==> src/rtl/apb_uart_tx_if.sv <==
`default_nettype none
// ============================================================================
// apb_uart_tx_if : APB slave bus bundle for the UART transmitter
// Rev 1.0
// ============================================================================
interface apb_uart_tx_if;
  logic        psel;
  logic        penable;
  logic        pwrite;
  logic [4:0]  paddr;
  logic [31:0] pwdata;
  logic [31:0] prdata;
  logic        pready;

  modport master (
    output psel, penable, pwrite, paddr, pwdata,
    input  prdata, pready
  );

  modport slave (
    input  psel, penable, pwrite, paddr, pwdata,
    output prdata, pready
  );
endinterface
`default_nettype wire

==> src/rtl/apb_uart_tx.sv <==
`default_nettype none
// ============================================================================
// apb_uart_tx : APB slave UART transmitter, TX FIFO feeding an 8N1 serialiser
// Rev 1.0
// ============================================================================
module apb_uart_tx #(
  parameter int FIFO_DEPTH  = 8,
  parameter int DEFAULT_DIV = 16
) (
  input  wire logic        pclk,
  input  wire logic        Reset,
  apb_uart_tx_if.slave     bus,
  output      logic        tx,
  output      logic        tx_busy
);

  localparam int c_PTR_W = $clog2(FIFO_DEPTH);
  localparam int c_CNT_W = c_PTR_W + 1;
  localparam logic [c_CNT_W-1:0] c_DEPTH = c_CNT_W'(FIFO_DEPTH);

  typedef enum logic [1:0] {
    S_IDLE  = 2'd0,
    S_START = 2'd1,
    S_DATA  = 2'd2,
    S_STOP  = 2'd3
  } state_t;

  logic [7:0]         r_mem [FIFO_DEPTH];
  logic [c_PTR_W-1:0] r_wptr;
  logic [c_PTR_W-1:0] r_rptr;
  logic [c_CNT_W-1:0] r_count;
  logic               r_ovf;
  logic               r_en;
  logic [15:0]        r_div;

  state_t             r_state;
  logic [15:0]        r_baud;
  logic [15:0]        r_sdiv;
  logic [2:0]         r_idx;
  logic [7:0]         r_shift;
  logic               r_tx;
  logic               r_busy;

  logic               w_access;
  logic               w_wr;
  logic               w_rd;
  logic               w_push;
  logic               w_push_ok;
  logic               w_pop;
  logic               w_empty;
  logic               w_full;
  logic               w_bit_end;
  logic               w_line;
  logic [31:0]        w_rdata;
  logic               w_unused;

  assign w_access  = bus.psel & bus.penable;
  assign w_wr      = w_access & bus.pwrite;
  assign w_rd      = w_access & ~bus.pwrite;
  assign w_push    = w_wr && (bus.paddr == 5'h00);
  assign w_empty   = (r_count == '0);
  assign w_full    = (r_count == c_DEPTH);
  assign w_bit_end = (r_baud == r_sdiv - 16'd1);
  // A pop happens from IDLE, or at the last STOP cycle so frames run back to back
  assign w_pop     = ((r_state == S_IDLE) || ((r_state == S_STOP) && w_bit_end))
                     && r_en && !w_empty;
  assign w_push_ok = w_push && ((r_count < c_DEPTH) || w_pop);
  assign w_unused  = &{1'b0, bus.pwdata[31:16]};

  always_ff @(posedge pclk) begin
    if (w_push_ok) begin
      r_mem[r_wptr] <= bus.pwdata[7:0];
    end
  end

  always_ff @(posedge pclk or posedge Reset) begin
    if (Reset) begin
      r_wptr  <= '0;
      r_rptr  <= '0;
      r_count <= '0;
    end else begin
      if (w_push_ok) r_wptr <= r_wptr + 1'b1;
      if (w_pop)     r_rptr <= r_rptr + 1'b1;
      case ({w_push_ok, w_pop})
        2'b10:   r_count <= r_count + 1'b1;
        2'b01:   r_count <= r_count - 1'b1;
        default: r_count <= r_count;
      endcase
    end
  end

  always_ff @(posedge pclk or posedge Reset) begin
    if (Reset) begin
      r_div <= 16'(DEFAULT_DIV);
      r_en  <= 1'b1;
      r_ovf <= 1'b0;
    end else begin
      if (w_wr && (bus.paddr == 5'h08)) begin
        r_div <= (bus.pwdata[15:0] == 16'd0) ? 16'd1 : bus.pwdata[15:0];
      end
      if (w_wr && (bus.paddr == 5'h0C)) begin
        r_en <= bus.pwdata[0];
        if (bus.pwdata[1]) r_ovf <= 1'b0;
      end
      if (w_push && !w_push_ok) r_ovf <= 1'b1;
    end
  end

  always_comb begin
    w_line = 1'b1;
    case (r_state)
      S_START: w_line = 1'b0;
      S_DATA:  w_line = r_shift[r_idx];
      default: w_line = 1'b1;
    endcase
  end

  // tx/tx_busy are registered copies of the state, so the whole line lags by one cycle
  always_ff @(posedge pclk or posedge Reset) begin
    if (Reset) begin
      r_state <= S_IDLE;
      r_baud  <= '0;
      r_sdiv  <= 16'd1;
      r_idx   <= '0;
      r_shift <= '0;
      r_tx    <= 1'b1;
      r_busy  <= 1'b0;
    end else begin
      r_tx   <= w_line;
      r_busy <= (r_state != S_IDLE);
      case (r_state)
        S_IDLE: begin
          if (w_pop) begin
            r_shift <= r_mem[r_rptr];
            r_sdiv  <= r_div;
            r_baud  <= '0;
            r_state <= S_START;
          end
        end
        S_START: begin
          if (w_bit_end) begin
            r_baud  <= '0;
            r_idx   <= '0;
            r_state <= S_DATA;
          end else begin
            r_baud <= r_baud + 16'd1;
          end
        end
        S_DATA: begin
          if (w_bit_end) begin
            r_baud <= '0;
            if (r_idx == 3'd7) r_state <= S_STOP;
            else               r_idx   <= r_idx + 3'd1;
          end else begin
            r_baud <= r_baud + 16'd1;
          end
        end
        S_STOP: begin
          if (w_bit_end) begin
            r_baud <= '0;
            if (w_pop) begin
              r_shift <= r_mem[r_rptr];
              r_sdiv  <= r_div;
              r_state <= S_START;
            end else begin
              r_state <= S_IDLE;
            end
          end else begin
            r_baud <= r_baud + 16'd1;
          end
        end
        default: r_state <= S_IDLE;
      endcase
    end
  end

  always_comb begin
    w_rdata = '0;
    if (w_rd) begin
      case (bus.paddr)
        5'h04:   w_rdata = {16'd0, 8'(r_count), 4'd0, r_ovf, r_busy, w_full, w_empty};
        5'h08:   w_rdata = {16'd0, r_div};
        5'h0C:   w_rdata = {31'd0, r_en};
        default: w_rdata = '0;
      endcase
    end
  end

  assign bus.prdata = w_rdata;
  assign bus.pready = w_access;
  assign tx         = r_tx;
  assign tx_busy    = r_busy;

endmodule
`default_nettype wire

==> src/flat_wrapper.sv <==
// flat-port wrapper written by rule: the top's interface ports become plain ports
module apb_uart_tx_flat 
#(
  parameter int FIFO_DEPTH  = 8,
  parameter int DEFAULT_DIV = 16
)
  (pclk, Reset, tx, tx_busy, bus_psel, bus_penable, bus_pwrite, bus_paddr, bus_pwdata, bus_prdata, bus_pready);
  apb_uart_tx_if bus_i ();
  input  wire logic pclk;
  input  wire logic Reset;
  output      logic tx;
  output      logic tx_busy;
  input wire logic [$bits(bus_i.psel)-1:0] bus_psel;
  input wire logic [$bits(bus_i.penable)-1:0] bus_penable;
  input wire logic [$bits(bus_i.pwrite)-1:0] bus_pwrite;
  input wire logic [$bits(bus_i.paddr)-1:0] bus_paddr;
  input wire logic [$bits(bus_i.pwdata)-1:0] bus_pwdata;
  output wire logic [$bits(bus_i.prdata)-1:0] bus_prdata;
  output wire logic [$bits(bus_i.pready)-1:0] bus_pready;
  assign bus_i.psel = bus_psel;
  assign bus_i.penable = bus_penable;
  assign bus_i.pwrite = bus_pwrite;
  assign bus_i.paddr = bus_paddr;
  assign bus_i.pwdata = bus_pwdata;
  assign bus_prdata = bus_i.prdata;
  assign bus_pready = bus_i.pready;
  apb_uart_tx #(.FIFO_DEPTH(FIFO_DEPTH), .DEFAULT_DIV(DEFAULT_DIV)) u_core (.pclk(pclk), .Reset(Reset), .bus(bus_i), .tx(tx), .tx_busy(tx_busy));
endmodule
==> config.mk <==
export PLATFORM = sky130hd
export DESIGN_NAME = apb_uart_tx_flat
export DESIGN_NICKNAME = d
export VERILOG_FILES = /design/src/rtl/apb_uart_tx_if.sv /design/src/rtl/apb_uart_tx.sv /design/src/flat_wrapper.sv
export SDC_FILE = /design/constraint.sdc
export NUM_CORES = 1
export LEC_CHECK = 0
export BUFFER_PORTS_ARGS = -buffer_cell sky130_fd_sc_hd__buf_2
export CORE_MARGIN = 1
export CORE_UTILIZATION = 59
export CTS_CLUSTER_SIZE = 30
export DETAILED_ROUTE_END_ITERATION = 16
export HOLD_SLACK_MARGIN = 0.15
export MAX_ROUTING_LAYER = met4
export PLACE_DENSITY = 0.91
export RECOVER_POWER = 100
export SKIP_CTS_REPAIR_TIMING = 1
export SYNTH_ARGS = -nofsm -noshare
export SYNTH_HDL_FRONTEND = slang
export SYNTH_SLANG_ARGS = --single-unit
==> constraint.sdc <==
create_clock -name pclk -period 4.02 [get_ports pclk]
set_input_delay 0.201 -clock pclk [delete_from_list [all_inputs] [get_ports pclk]]
set_output_delay 0.201 -clock pclk [all_outputs]
set_load 0.01 [all_outputs]
==> reports/qor.txt <==
FF-to-FF End: u_core.r_mem[2][2]
Total CTS buffers: 17
Die extent in x: 110.8 um
Ys async rst share: 53.96%
Worst-path fanout max: 10
CP most frequent cell: clkbuf_1
Final hold slack: 0.2307 ns
Worst r2r src: u_core.r_sdiv[1]
Overall routing resource usage: 30.31%
Final cell count without fillers: 758
Worst R2R Setup Slack: -0.05 ns
First-pass GRT wire length: 27120 um
Most used DFF post-synth: dfrtp_1
Crit-path slowest cell: clkbuf_1
Post-route DRC: 0
FF+latch count, synth: 139
Seq/Total Area, Yosys: 54.49%
Die area: 12270 um2
Ant diodes: 0
Met3 WL: 1946 um
Cell taking the most area after synthesis: edfxtp_1
I/O Buffers: 44
Die height: 110.8 um
Slew headroom: -16.68%
Nets@finish: 658
IO Pins: 77
Starting density of the core: 60.87%
Site row count: 39
WP data required: 4.09 ns
Vias/cell: 6.708
CTS tree: yes
Netlist Area Pre-Place: 6980 um2
Failing checks: capacitance limit, slew limit, setup timing
Vias in the first global route: 4997
Pre-CTS setup slack: 0.1613 ns
Tot Pwr: 5.035 mW
Area fraction of the dominant cell type after synthesis: 27.53%
Uppermost layer routed: met4
Antenna Nets Post-Route: 0
Max_cap viols: 2
Outcome: finished with violations
H-tree levels: 4
WHS Endpoint: u_core.r_en
Layout area overhead: 14.32%
Delay-heaviest family, CP: simple AND/OR/NAND/NOR gates
Total of fill cells in the finished design: 708
Pre-antenna DRT Iters: 5
Detail Route met2 WL: 9188 um
R2R cell count: 12
Worst Setup End Kind: flip-flop
Min-delay src: bus_paddr[2]
WL met1: 6805 um
Clk_lat worst skew: 0.44 ns
CP cell instances: inv_1 -> ha_1 -> nand2b_1 -> o41a_1 -> a211oi_1 -> o221ai_1 -> nor4_4 -> and3_2 -> nor2_1 -> clkbuf_1 -> nor3_1 -> clkbuf_1
Hold Path Class: primary input to flip-flop
Clock root buffer: clkbuf_16
Cells after synthesis: 525
Share of cells above drive strength 1: 20.98%
Setup CP Type: flip-flop to flip-flop
Synth warn: 0
WL final: 19040 um
Synth top area cells: edfxtp_1 (28%), dfrtp_1 (25%), mux4_2 (5.8%)
Max VDD drop: 0.0004958 V
Core Area: 11470 um2
Least-Margin Pin Slew: 1.748 ns
Number of antenna violations at the first check in global routing: 0
Gr ovfl total: 0
Placed cells: 707
Final worst slack: -0.04662 ns
Largest net degree at the start of global routing: 47
Clk sink count: 139
Vias: 5085
Final slew viol count: 78
Slowest cell delay on critical path: 0.48 ns
P per Cell Area: 630.9 nW/um2
Final period util: 101.2%
Buf/Inv on CP: 3
Nature of the critical path startpoint: flip-flop
Final setup viols: 17
Post-layout util: 69.59%
Post-synth EDFFs: 64
Final hold vios: 0
Worst hold stages: 3
Clock skew: 0.01438 ns
Avg Inst Size Synth: 13.30 um2
Buffers from clock root to sink, at most: 2
Crit. Startpoint: u_core.r_sdiv[1]
Fmax achieved: 245.9 MHz
Static leakage: 3.336 nW
Drt wl/cell: 25.11 um
Fin crit period: 4.067 ns
Hpwl dp: 10430 um
Routability Congestion: 0.9145
Critical Path AT: 4.14 ns
Synth unique cells: 66
Clock transition at path regs: 0.07 ns
Iteration-0 DRC Markers: 557
routing by layer:
layer	GRT usage, %	up-vias
li1	-	2100
met1	35.92	2463
met2	48.61	427
met3	7.381	95
met4	15.11	0
met5	-	-
area by class of cell:
cell class,instances,area (um2),share of cell area (%)
Clock buffer,17,425.4,5.331
Clock inverter,15,177.7,2.226
Inverter,17,63.81,0.7996
Multi-Input combinational cell,347,2867,35.92
Sequential cell,139,3805,47.68
Tap cell,143,178.9,2.242
Timing Repair Buffer,80,462.9,5.801
metrics by stage:
step           setup TNS (ns)  area, um2
6_report              -0.4489       7980
5_1_grt                -2.453       7980
4_1_cts                     0       7921
3_5_place_dp                0       7318
3_3_place_gp                0       7318
2_1_floorplan               0       7037
cells by family (layout without fill, tap and decap cells):
kind of cell / Yosys count / after routing / share of synthesized area (%)
multiplexers: 76 / 76 / 16.11
XOR/XNOR: 26 / 26 / 3.262
buffers and inverters: 54 / 129 / 4.427
adder cells (fa/ha/maj): 14 / 14 / 2.617
other: 1 / 16 / 0.05372
AND/OR/NAND/NOR: 138 / 138 / 11.44
AO/OA/AOI/OAI: 77 / 77 / 7.600
flip-flops: 139 / 139 / 54.49
tightest hold or removal path: stages:
cell and delay [ns]:
buf_2 0.15, nand3_1 0.13, mux2_2 0.17
synth_stat cells (2+ instances only):
| library cell | n |
|---|---|
| dfrtp_1 | 71 |
| edfxtp_1 | 64 |
| mux2_2 | 31 |
| nor2_1 | 25 |
| mux2_4 | 20 |
| a21oi_1 | 18 |
| mux4_2 | 18 |
| and3_1 | 17 |
| inv_1 | 17 |
| buf_4 | 16 |
| nand2_1 | 16 |
| xnor2_1 | 16 |
| nand2b_1 | 14 |
| nor3_1 | 14 |
| a31oi_1 | 13 |
| ha_1 | 13 |
| o21ai_0 | 12 |
| nor4_1 | 11 |
| xor2_1 | 10 |
| clkbuf_1 | 9 |
| nor2b_1 | 8 |
| mux2i_1 | 7 |
| nand3_1 | 7 |
| a22oi_1 | 6 |
| a22o_1 | 4 |
| buf_1 | 4 |
| buf_2 | 4 |
| dfstp_2 | 4 |
| nand4_1 | 4 |
| a21o_1 | 3 |
| nand3b_1 | 3 |
| or3_1 | 3 |
| a211oi_1 | 2 |
| and2_1 | 2 |
| buf_12 | 2 |
| nor4_4 | 2 |
| o211ai_1 | 2 |
| o21ai_1 | 2 |
| o221ai_1 | 2 |
| o2bb2ai_1 | 2 |
| or4_1 | 2 |
placed cells by master, fill, tap and decap left out, types with 5 or more instances in the layout:
| cell | synthesis | final |
|---|---|---|
| nand3_1 | 7 | 7 |
| o21ai_0 | 12 | 13 |
| xnor2_1 | 16 | 16 |
| buf_4 | 16 | 5 |
| edfxtp_1 | 64 | 64 |
| mux2i_1 | 7 | 7 |
| inv_1 | 17 | 17 |
| inv_8 | 0 | 5 |
| nor2_1 | 25 | 25 |
| nor3_1 | 14 | 14 |
| ha_1 | 13 | 13 |
| mux2_1 | 0 | 21 |
| dlygate4sd3_1 | 0 | 17 |
| buf_2 | 4 | 18 |
| nand2b_1 | 14 | 13 |
| a22oi_1 | 6 | 6 |
| mux2_2 | 31 | 28 |
| mux4_2 | 18 | 18 |
| and3_1 | 17 | 17 |
| nand2_1 | 16 | 17 |
| clkbuf_2 | 1 | 6 |
| nor2b_1 | 8 | 8 |
| nor4_1 | 11 | 10 |
| xor2_1 | 10 | 10 |
| a21oi_1 | 18 | 18 |
| dfrtp_1 | 71 | 70 |
| clkbuf_1 | 9 | 32 |
| a31oi_1 | 13 | 13 |
| clkbuf_16 | 0 | 17 |
| conb_1 | 1 | 16 |
how the worst max path moves through the flow:
stage	endpoint	slack (ns)	cells after the start
after floorplan	u_core.r_count[3]	0.33	16
after global placement	u_core.r_count[3]	0.35	15
after detailed placement	u_core.r_count[3]	0.16	15
after CTS	u_core.r_count[3]	0.1	15
after global routing	u_core.r_count[3]	-0.16	17
final	u_core.r_mem[2][2]	-0.05	12
flip-flops by register name, summed over array words and instances (netlist names), 3 cells and up:
name,flops
u_core.r_mem,64
u_core.r_baud,16
u_core.r_div,16
u_core.r_sdiv,16
u_core.r_shift,8
u_core.r_count,4
u_core.r_idx,3
u_core.r_rptr,3
u_core.r_wptr,3
where the power goes:
part / internal, mW / switching (mW) / total [mW]
combinational: 0.727 / 0.785 / 1.51
clock: 0.888 / 0.721 / 1.61
sequential: 1.65 / 0.269 / 1.91
Note: power is estimated with default switching activity, not from simulation.
